`src/rtl/sm4_pkg.sv`:
```
// Shared SM4 key-schedule definitions: FSM states, round count, FK constants and CK generation.
package sm4_pkg;

  localparam int NUM_ROUNDS = 32;

  localparam logic [31:0] FK0 = 32'ha3b1bac6;
  localparam logic [31:0] FK1 = 32'h56aa3350;
  localparam logic [31:0] FK2 = 32'h677d9197;
  localparam logic [31:0] FK3 = 32'hb27022dc;

  typedef enum logic [1:0] {
    ST_IDLE   = 2'd0,
    ST_EXPAND = 2'd1,
    ST_DONE   = 2'd2
  } sm4_state_e;

  // Byte j (MSB first) of CK(i) is (4i+j)*7 mod 256; the 8-bit product truncates the modulus.
  function automatic logic [31:0] sm4_ck(input logic [4:0] round);
    logic [31:0] ck;
    logic [7:0]  idx;
    ck = 32'h0;
    for (int j = 0; j < 4; j++) begin
      idx = {1'b0, round, 2'(j)};
      ck[31-8*j -: 8] = idx * 8'd7;
    end
    return ck;
  endfunction

endpackage

```
`src/rtl/sm4_ck_gen.sv`:
```
// Combinational CK parameter for the current key-expansion round.
module sm4_ck_gen (
  input  logic [4:0]  round_i,
  output logic [31:0] ck_o
);
  import sm4_pkg::*;

  assign ck_o = sm4_ck(round_i);

endmodule

```
`src/rtl/sm4_key_sched_ctrl.sv`:
```
// SM4 key-schedule controller: steps an external expansion round 32 times and serves the round keys.
// Optional feature macro SM4_KEY_SCRUB_EN: zero the round-key file on clear and on every key accept.
module sm4_key_sched_ctrl #(
  parameter int NUM_ROUNDS = 32,
  parameter int RK_W       = 32
) (
  input  logic            clk_i,
  input  logic            rst_ni,
  input  logic            key_valid_i,
  output logic            key_ready_o,
  input  logic [127:0]    key_i,
  input  logic            clear_i,
  output logic [4:0]      round_count_o,
  output logic [127:0]    round_data_o,
  output logic [31:0]     ck_o,
  input  logic [127:0]    round_result_i,
  output logic            busy_o,
  output logic            keys_valid_o,
  input  logic            decrypt_i,
  input  logic [4:0]      rk_idx_i,
  output logic [RK_W-1:0] rk_o
);
  import sm4_pkg::*;

  if (NUM_ROUNDS != 32) begin : g_rounds_chk
    $error("sm4_key_sched_ctrl: NUM_ROUNDS must be 32");
  end

`ifdef SM4_KEY_SCRUB_EN
  localparam logic SCRUB_EN = 1'b1;
`else
  localparam logic SCRUB_EN = 1'b0;
`endif

  localparam logic [4:0] LAST_RND = 5'(NUM_ROUNDS - 1);

  sm4_state_e      fsm_q, fsm_d;
  logic [127:0]    state_q, state_d;
  logic [4:0]      cnt_q, cnt_d;
  logic            kv_q, kv_d;
  logic            key_ready_s;
  logic            rk_we_s;
  logic            rk_clr_s;
  logic [4:0]      rd_idx_s;
  logic [RK_W-1:0] rk_q [NUM_ROUNDS];

  sm4_ck_gen u_ck_gen (
    .round_i (cnt_q),
    .ck_o    (ck_o)
  );

  always_ff @(posedge clk_i or negedge rst_ni) begin
    if (!rst_ni) begin
      fsm_q   <= ST_IDLE;
      state_q <= 128'h0;
      cnt_q   <= 5'd0;
      kv_q    <= 1'b0;
    end else begin
      fsm_q   <= fsm_d;
      state_q <= state_d;
      cnt_q   <= cnt_d;
      kv_q    <= kv_d;
    end
  end

  // Clear outranks a key accept; the counter wraps to zero on the final round write.
  always_comb begin
    fsm_d    = fsm_q;
    state_d  = state_q;
    cnt_d    = cnt_q;
    kv_d     = kv_q;
    rk_we_s  = 1'b0;
    rk_clr_s = 1'b0;
    case (fsm_q)
      ST_EXPAND: key_ready_s = 1'b0;
      default:   key_ready_s = 1'b1;
    endcase
    if (clear_i) begin
      fsm_d    = ST_IDLE;
      state_d  = 128'h0;
      cnt_d    = 5'd0;
      kv_d     = 1'b0;
      rk_clr_s = SCRUB_EN;
    end else if (key_valid_i && key_ready_s) begin
      fsm_d    = ST_EXPAND;
      state_d  = key_i;
      cnt_d    = 5'd0;
      kv_d     = 1'b0;
      rk_clr_s = SCRUB_EN;
    end else if (fsm_q == ST_EXPAND) begin
      state_d = round_result_i;
      rk_we_s = 1'b1;
      cnt_d   = cnt_q + 5'd1;
      if (cnt_q == LAST_RND) begin
        fsm_d = ST_DONE;
        kv_d  = 1'b1;
      end else begin
        fsm_d = ST_EXPAND;
      end
    end else begin
      fsm_d = fsm_q;
    end
  end

  always_ff @(posedge clk_i or negedge rst_ni) begin
    if (!rst_ni) begin
      for (int i = 0; i < NUM_ROUNDS; i++) rk_q[i] <= '0;
    end else if (rk_clr_s) begin
      for (int i = 0; i < NUM_ROUNDS; i++) rk_q[i] <= '0;
    end else if (rk_we_s) begin
      rk_q[cnt_q] <= round_result_i[RK_W-1:0];
    end
  end

  assign rd_idx_s      = decrypt_i ? (LAST_RND - rk_idx_i) : rk_idx_i;
  assign rk_o          = rk_q[rd_idx_s];
  assign key_ready_o   = key_ready_s;
  assign busy_o        = (fsm_q == ST_EXPAND);
  assign keys_valid_o  = kv_q;
  assign round_count_o = cnt_q;
  assign round_data_o  = state_q;

endmodule

```
`config.mk`:
```
export PLATFORM = sky130hd
export DESIGN_NAME = sm4_key_sched_ctrl
export DESIGN_NICKNAME = d
export VERILOG_FILES = /design/src/rtl/sm4_pkg.sv /design/src/rtl/sm4_ck_gen.sv /design/src/rtl/sm4_key_sched_ctrl.sv
export SDC_FILE = /design/constraint.sdc
export NUM_CORES = 2
export LEC_CHECK = 0
export CORE_MARGIN = 8
export CORE_UTILIZATION = 60
export CTS_BUF_LIST = sky130_fd_sc_hd__clkbuf_4 sky130_fd_sc_hd__clkbuf_8
export DETAILED_ROUTE_END_ITERATION = 10
export PLACE_DENSITY = 0.85
export SETUP_SLACK_MARGIN = 0.1
export SYNTH_ARGS = -nofsm -noshare
export SYNTH_HDL_FRONTEND = slang
export SYNTH_SLANG_ARGS = --single-unit
```
`constraint.sdc`:
```
create_clock -name clk_i -period 3.78 [get_ports clk_i]
set_input_delay 0.378 -clock clk_i [delete_from_list [all_inputs] [get_ports clk_i]]
set_output_delay 0.378 -clock clk_i [all_outputs]
set_load 0.02 [all_outputs]
```
* Word level (Yosys, flattened, before mapping)
Index checks and enable logic that the tools add are counted.
** Operators by class
- Bitwise logic cells :: 2
- Multiply operators :: 4
- Add/sub/neg operators :: 2
- Muxes and demuxes :: 25
- Magnitude comparators :: 3
- Equal/unequal tests :: 2
- Reductions and logical operators :: 5
** Operators by type and width (number)
- 1024-bit bitwise mux :: 1
- 128-bit 2-to-1 mux :: 3
- 32-bit binary-select mux with 5-bit select :: 1
- 32-bit demux with 5-bit select :: 1
- 32-bit 2-to-1 mux :: 3
- 5-bit 2-to-1 mux :: 4
- 7-bit by 3-bit multiplier with 8-bit output (second input constant) :: 2
- 6-bit greater-or-equal comparator (second input constant) :: 2
- 5-bit inverter with 6-bit output :: 2
- 1-bit 2-to-1 mux :: 8
- 2-bit 2-to-1 mux :: 4
- 6-bit by 3-bit multiplier with 7-bit output (second input constant) :: 1
- 6-bit by 1-bit < comparator with 1-bit output (second input constant) :: 1
- 5-bit by 3-bit multiplier with 6-bit output (second input constant) :: 1
- 3-bit nonzero test :: 2
- 5-bit by 1-bit adder with 5-bit output (second input constant) :: 1
- 5-bit equality test (second input constant) :: 1
- 5-bit subtractor (first input constant) :: 1
- 2-bit by 1-bit equality test with 1-bit output (second input constant) :: 1
- 1-bit logical AND :: 2
- 2-bit AND reduction :: 1
** Storage, ports and cells
- Input port bits :: 266
- Logic and storage cells :: 79
- Register bits :: 1160

* Depth between registers and ports, before layout
- Depth after elaboration :: 6
- Gate-level depth with buffers :: 10

* Modules after synthesis
From an unflattened synthesis, not the netlist that was laid out.
** Second synthesis, totals
- Cell total of the unflattened synthesis :: 4587
- Area total of the unflattened synthesis :: 62437.4 um2
** By module, submodules not included
- sm4_key_sched_ctrl :: instances 1, cells an instance 4520, area each 61838.1 um2
- sm4_ck_gen :: instances 1, cells an instance 67, area each 599.3 um2

* Worst setup path before layout
No wires, ideal clock.
- Kind :: reg2out
- Start point :: register cnt_q[0] (netlist: round_count_o[0])
- End point :: output port ck_o[23]
- Setup slack :: 0.447 ns
- Stages on the path, launching flop included :: 10
- Buffers on the path :: 1
- Data arrival time :: 2.955 ns
- Path through :: dfrtp_1 clkbuf_1 inv_1 fa_1 xnor2_1 ha_1 nor2_1 o21bai_1 a21oi_1 xnor2_1
** Between the ends
- Word-level cells in the longest chain between the ends :: 1
** Ends and longest elaborated chain
- start: declaration :: RTL line sm4_key_sched_ctrl.sv:39 : logic [4:0] cnt_q, cnt_d;
- start signal: assignment :: RTL line sm4_key_sched_ctrl.sv:61 : cnt_q <= cnt_d;
- 7-bit by 3-bit multiplier with 8-bit output :: RTL line sm4_pkg.sv:24 : ck[31-8*j -: 8] = idx * 8'd7;
- end: declaration :: RTL line sm4_key_sched_ctrl.sv:15 : output logic [31:0] ck_o,
Every way passes these cells.

* Final worst setup path
- Start point :: input port rk_idx_i[4]
- End point :: output port rk_o[19]
** Between the ends
- Word-level cells in the longest chain between the ends :: 6
** Ends and longest elaborated chain
- start: declaration :: RTL line sm4_key_sched_ctrl.sv:20 : input logic [4:0] rk_idx_i,
- 5-bit subtractor :: RTL line sm4_key_sched_ctrl.sv:115 : assign rd_idx_s = decrypt_i ? (LAST_RND - rk_idx_i) : rk_idx_i;
- 5-bit 2-to-1 mux (*) :: RTL line sm4_key_sched_ctrl.sv:115
- 5-bit inverter with 6-bit output (implied by the code) (*) :: RTL line sm4_key_sched_ctrl.sv:116 : assign rk_o = rk_q[rd_idx_s];
- 32-bit binary-select mux with 5-bit select (*) :: RTL line sm4_key_sched_ctrl.sv:116
- 32-bit 2-to-1 mux (implied by the code) (*) (2 in series) :: RTL line sm4_key_sched_ctrl.sv:116
- end: declaration :: RTL line sm4_key_sched_ctrl.sv:21 : output logic [RK_W-1:0] rk_o
Mark *: on every way between the ends. The rest lies on a longest branch, timed or not. The select of a mux whose other input is x is not followed.

==> impl_metrics.ini <==
[sta]
finalCritPeriodShare_pct = 97.8
finalCriticalPeriod_ns = 3.70
hold_viol = 0
slew_viol_final = 0
setup_viol = 0
max_freq_mhz = 270
finalSetupTns_ns = 0
timing.hold.ws_ns = 0.101
rsz0062_at_grt = yes
relSlewSlack_pct = 8.95
tightestPinTransition_ns = 1.36
skew_ns = 0.0369

[grt]
grt_max_degree = 119
track_usage_pct = 35.4
grt_pass1_wl_um = 310000
grt_overflow = 0
antenna_found_initial = 24
grt_pass1_vias = 47300

[floorplanning]
die_h_um = 339
dieWidth_um = 339
initial_core_util_pct = 60.4
ios = 466
dieArea_sq_um = 115000
rows = 118
coreArea_sq_um = 103000

[critical_path]
crit_chain = clkdlybuf4s15_1 -> buf_4 -> nand2_2 -> nor2_2 -> a22oi_1 -> a22oi_1 -> a221oi_2 -> clkdlybuf4s50_1
slowest_stage = nor2_2
required_ns = 3.40
critPathMaxFanout = 13
critPathKind = in2out
end_kind = output port
cp_data_arrival_time_ns = 3.32
critPathMaxStageDelay_ns = 0.93
start_kind = primary input
crit_top_cell = a22oi_1

[yosys]
synthCells = 4596
ys_warn_count = 0
synth_seq_area_share_pct = 46.4
synth_top_area_share_pct = 46.4
async_flop_share_pct = 100
synth_ff_type = dfrtp_1
syn_area_per_cell_sq_um = 13.6
ys_top_cells_by_area = dfrtp_1 46%, mux2_2 18%, mux2i_1 10%, mux4_2 9.2%, a22oi_1 2.3%
ys_ff_latch = 1160
yosysTopAreaCell = dfrtp_1
syn_area_sq_um = 62500
yosysUniqueCellTypes = 56
synth_edf_count = 0

[job]
cap_viol_max_count = 0

[place]
dpl.cell_count = 6169
dp_hpwl_um = 132000
port_buffers = 457
gp_congestion = 0.967

[power]
ir_worst_vdd_uv = 303
power.leakage_uw = 0.0345
power_density_nw_per_um2 = 403

[clock_network]
cts_root_buf = clkbuf_8
cts_max_level = 4
cts_buffers = 191
clock_latency_ns = 0.89
cts_tree = yes
clkTransAtPathRegs_ns = 0.06
cts.sinks = 1160
clock_path_buffers = 3

[route]
via_per_inst = 7.03
drc = 0
wl_per_cell_um = 31.9
wirelength_um = 209000
drt_iter0_drc = 5214
antenna_left = 0
drtPass1Iterations = 5
via_count = 46000

[layout]
post-route-util_pct = 71.0
final_cell_mix = 1,159 x dfrtp_1, 1,005 x mux2_2, 640 x mux2i_1, 411 x clkdlybuf4s50_1, 256 x mux4_2
layout_commonest_cell = dfrtp_1
syn2layout_area_growth_pct = 17.5
final-seq-area_sq_um = 29000
nNetsFinal = 5283
num-fill-cells = 6677
drive_gt1_share_pct = 38.4
multi_input_area_sq_um = 31200
final_cells = 6545

[status]
status = finished, final reports clean

[hold_path]
min_path_type = in2reg
-- routing by layer --
layer / up-vias / share of wire (%) / track usage [%]
met5: - / 0.044 / 0
met2: 3067 / 46 / 53.9
met1: 23700 / 37 / 45.5
met3: 745 / 11 / 10.5
li1: 18500 / - / -
met4: 14 / 5.9 / 19.7
-- cell usage after synthesis, types with 3 or more instances --
| library cell | n |
|---|---|
| and2_1 | 8 |
| dfrtp_1 | 1160 |
| o21bai_1 | 3 |
| a21oi_1 | 12 |
| a221oi_1 | 129 |
| xor2_1 | 3 |
| buf_8 | 9 |
| a32o_1 | 31 |
| nor2b_1 | 11 |
| nand2_1 | 63 |
| mux4_2 | 256 |
| a22oi_1 | 190 |
| a221oi_2 | 31 |
| xnor2_1 | 13 |
| mux2_2 | 1005 |
| fa_1 | 7 |
| o21ai_1 | 98 |
| buf_6 | 26 |
| nor2_1 | 159 |
| buf_4 | 47 |
| o21ai_0 | 28 |
| a221o_1 | 31 |
| nand2b_1 | 3 |
| nor3_2 | 3 |
| ha_1 | 17 |
| mux2i_1 | 640 |
| a211oi_1 | 133 |
| clkbuf_1 | 246 |
| o21a_1 | 4 |
| buf_2 | 152 |
| mux2_1 | 19 |
| inv_1 | 14 |
| buf_1 | 11 |
| buf_12 | 5 |
-- layout make-up --
cell class / instances / area share (%)
antenna: 14 / 0.0477
inverter: 16 / 0.0852
multi-input combinational: 2931 / 42.4
sequential: 1160 / 39.5
tap: 1380 / 2.35
clock inverter: 56 / 0.727
clock buffer: 295 / 5.16
timing repair buffer: 693 / 9.67
-- sequential cells by signal, summed over array words and instances (netlist names) --
register	count
fsm_q	2
keys_valid_o	1
rk_q	1024
round_count_o	5
round_data_o	128
-- per-stage QoR --
| stage | total power [uW] | area [sq um] | setup WS (ns) |
|---|---|---|---|
| final | 29600 | 73400 | 0.0815 |
| after global routing | 30400 | 73400 | 0.0843 |
| after CTS | 29600 | 73400 | 0.0922 |
| after detailed placement | 17300 | 68900 | -0.434 |
| after global placement | 17200 | 68900 | -0.431 |
| after floorplan | 15500 | 62500 | 0.447 |
-- power by group --
group	switching (uW)	internal (uW)	total, uW
combinational	2320	1790	4120
sequential	301	12800	13100
clock	5370	6960	12300
-- worst max-delay path: cells and delay by family --
family / cells / cell delay (ns)
buf+inv: 3 / 1.25
simple gates: 2 / 1.11
compound gates: 3 / 0.57
-- cell families (layout without fill, tap and decap cells) --
family	Yosys count	after routing	synth area share, %
adders and majority gates	24	24	0.565
DFF	1160	1160	46.4
buffers and inverters	512	1060	4.27
AOI/OAI and AO/OA	697	697	8.72
other	2	22	0.0120
muxes	1920	1920	37.9
and+or+nand+nor	265	266	1.84
xor gates and xnor gates	16	16	0.224
-- final timing paths --
path	startpoint	slack, ns	end	cells after the start
setup / recovery	rk_idx_i[4]	0.08	rk_o[19]	8
hold / removal	clear_i	0.10	round_data_o[32]	2
setup reg to reg	round_count_o[0]	1.05	rk_q[592]	6
hold reg to reg	rk_q[814]	0.52	rk_q[814]	1
max in group asynchronous	rst_ni	2.44	rk_q[81]	3
min in group asynchronous	rst_ni	0.16	round_data_o[87]	2
-- repair_timing --
action | in CTS | in global routing
hold endpoints to repair | 67 | 0
pin swaps | 3 | 0
endpoints found under the setup margin | 27 | 10
gates cloned | 1 | 0
hold buffers | 1 | 0
resized for setup | 38 | 10
buffers inserted | 9 | 0
Power figures use the tool's default switching activity.
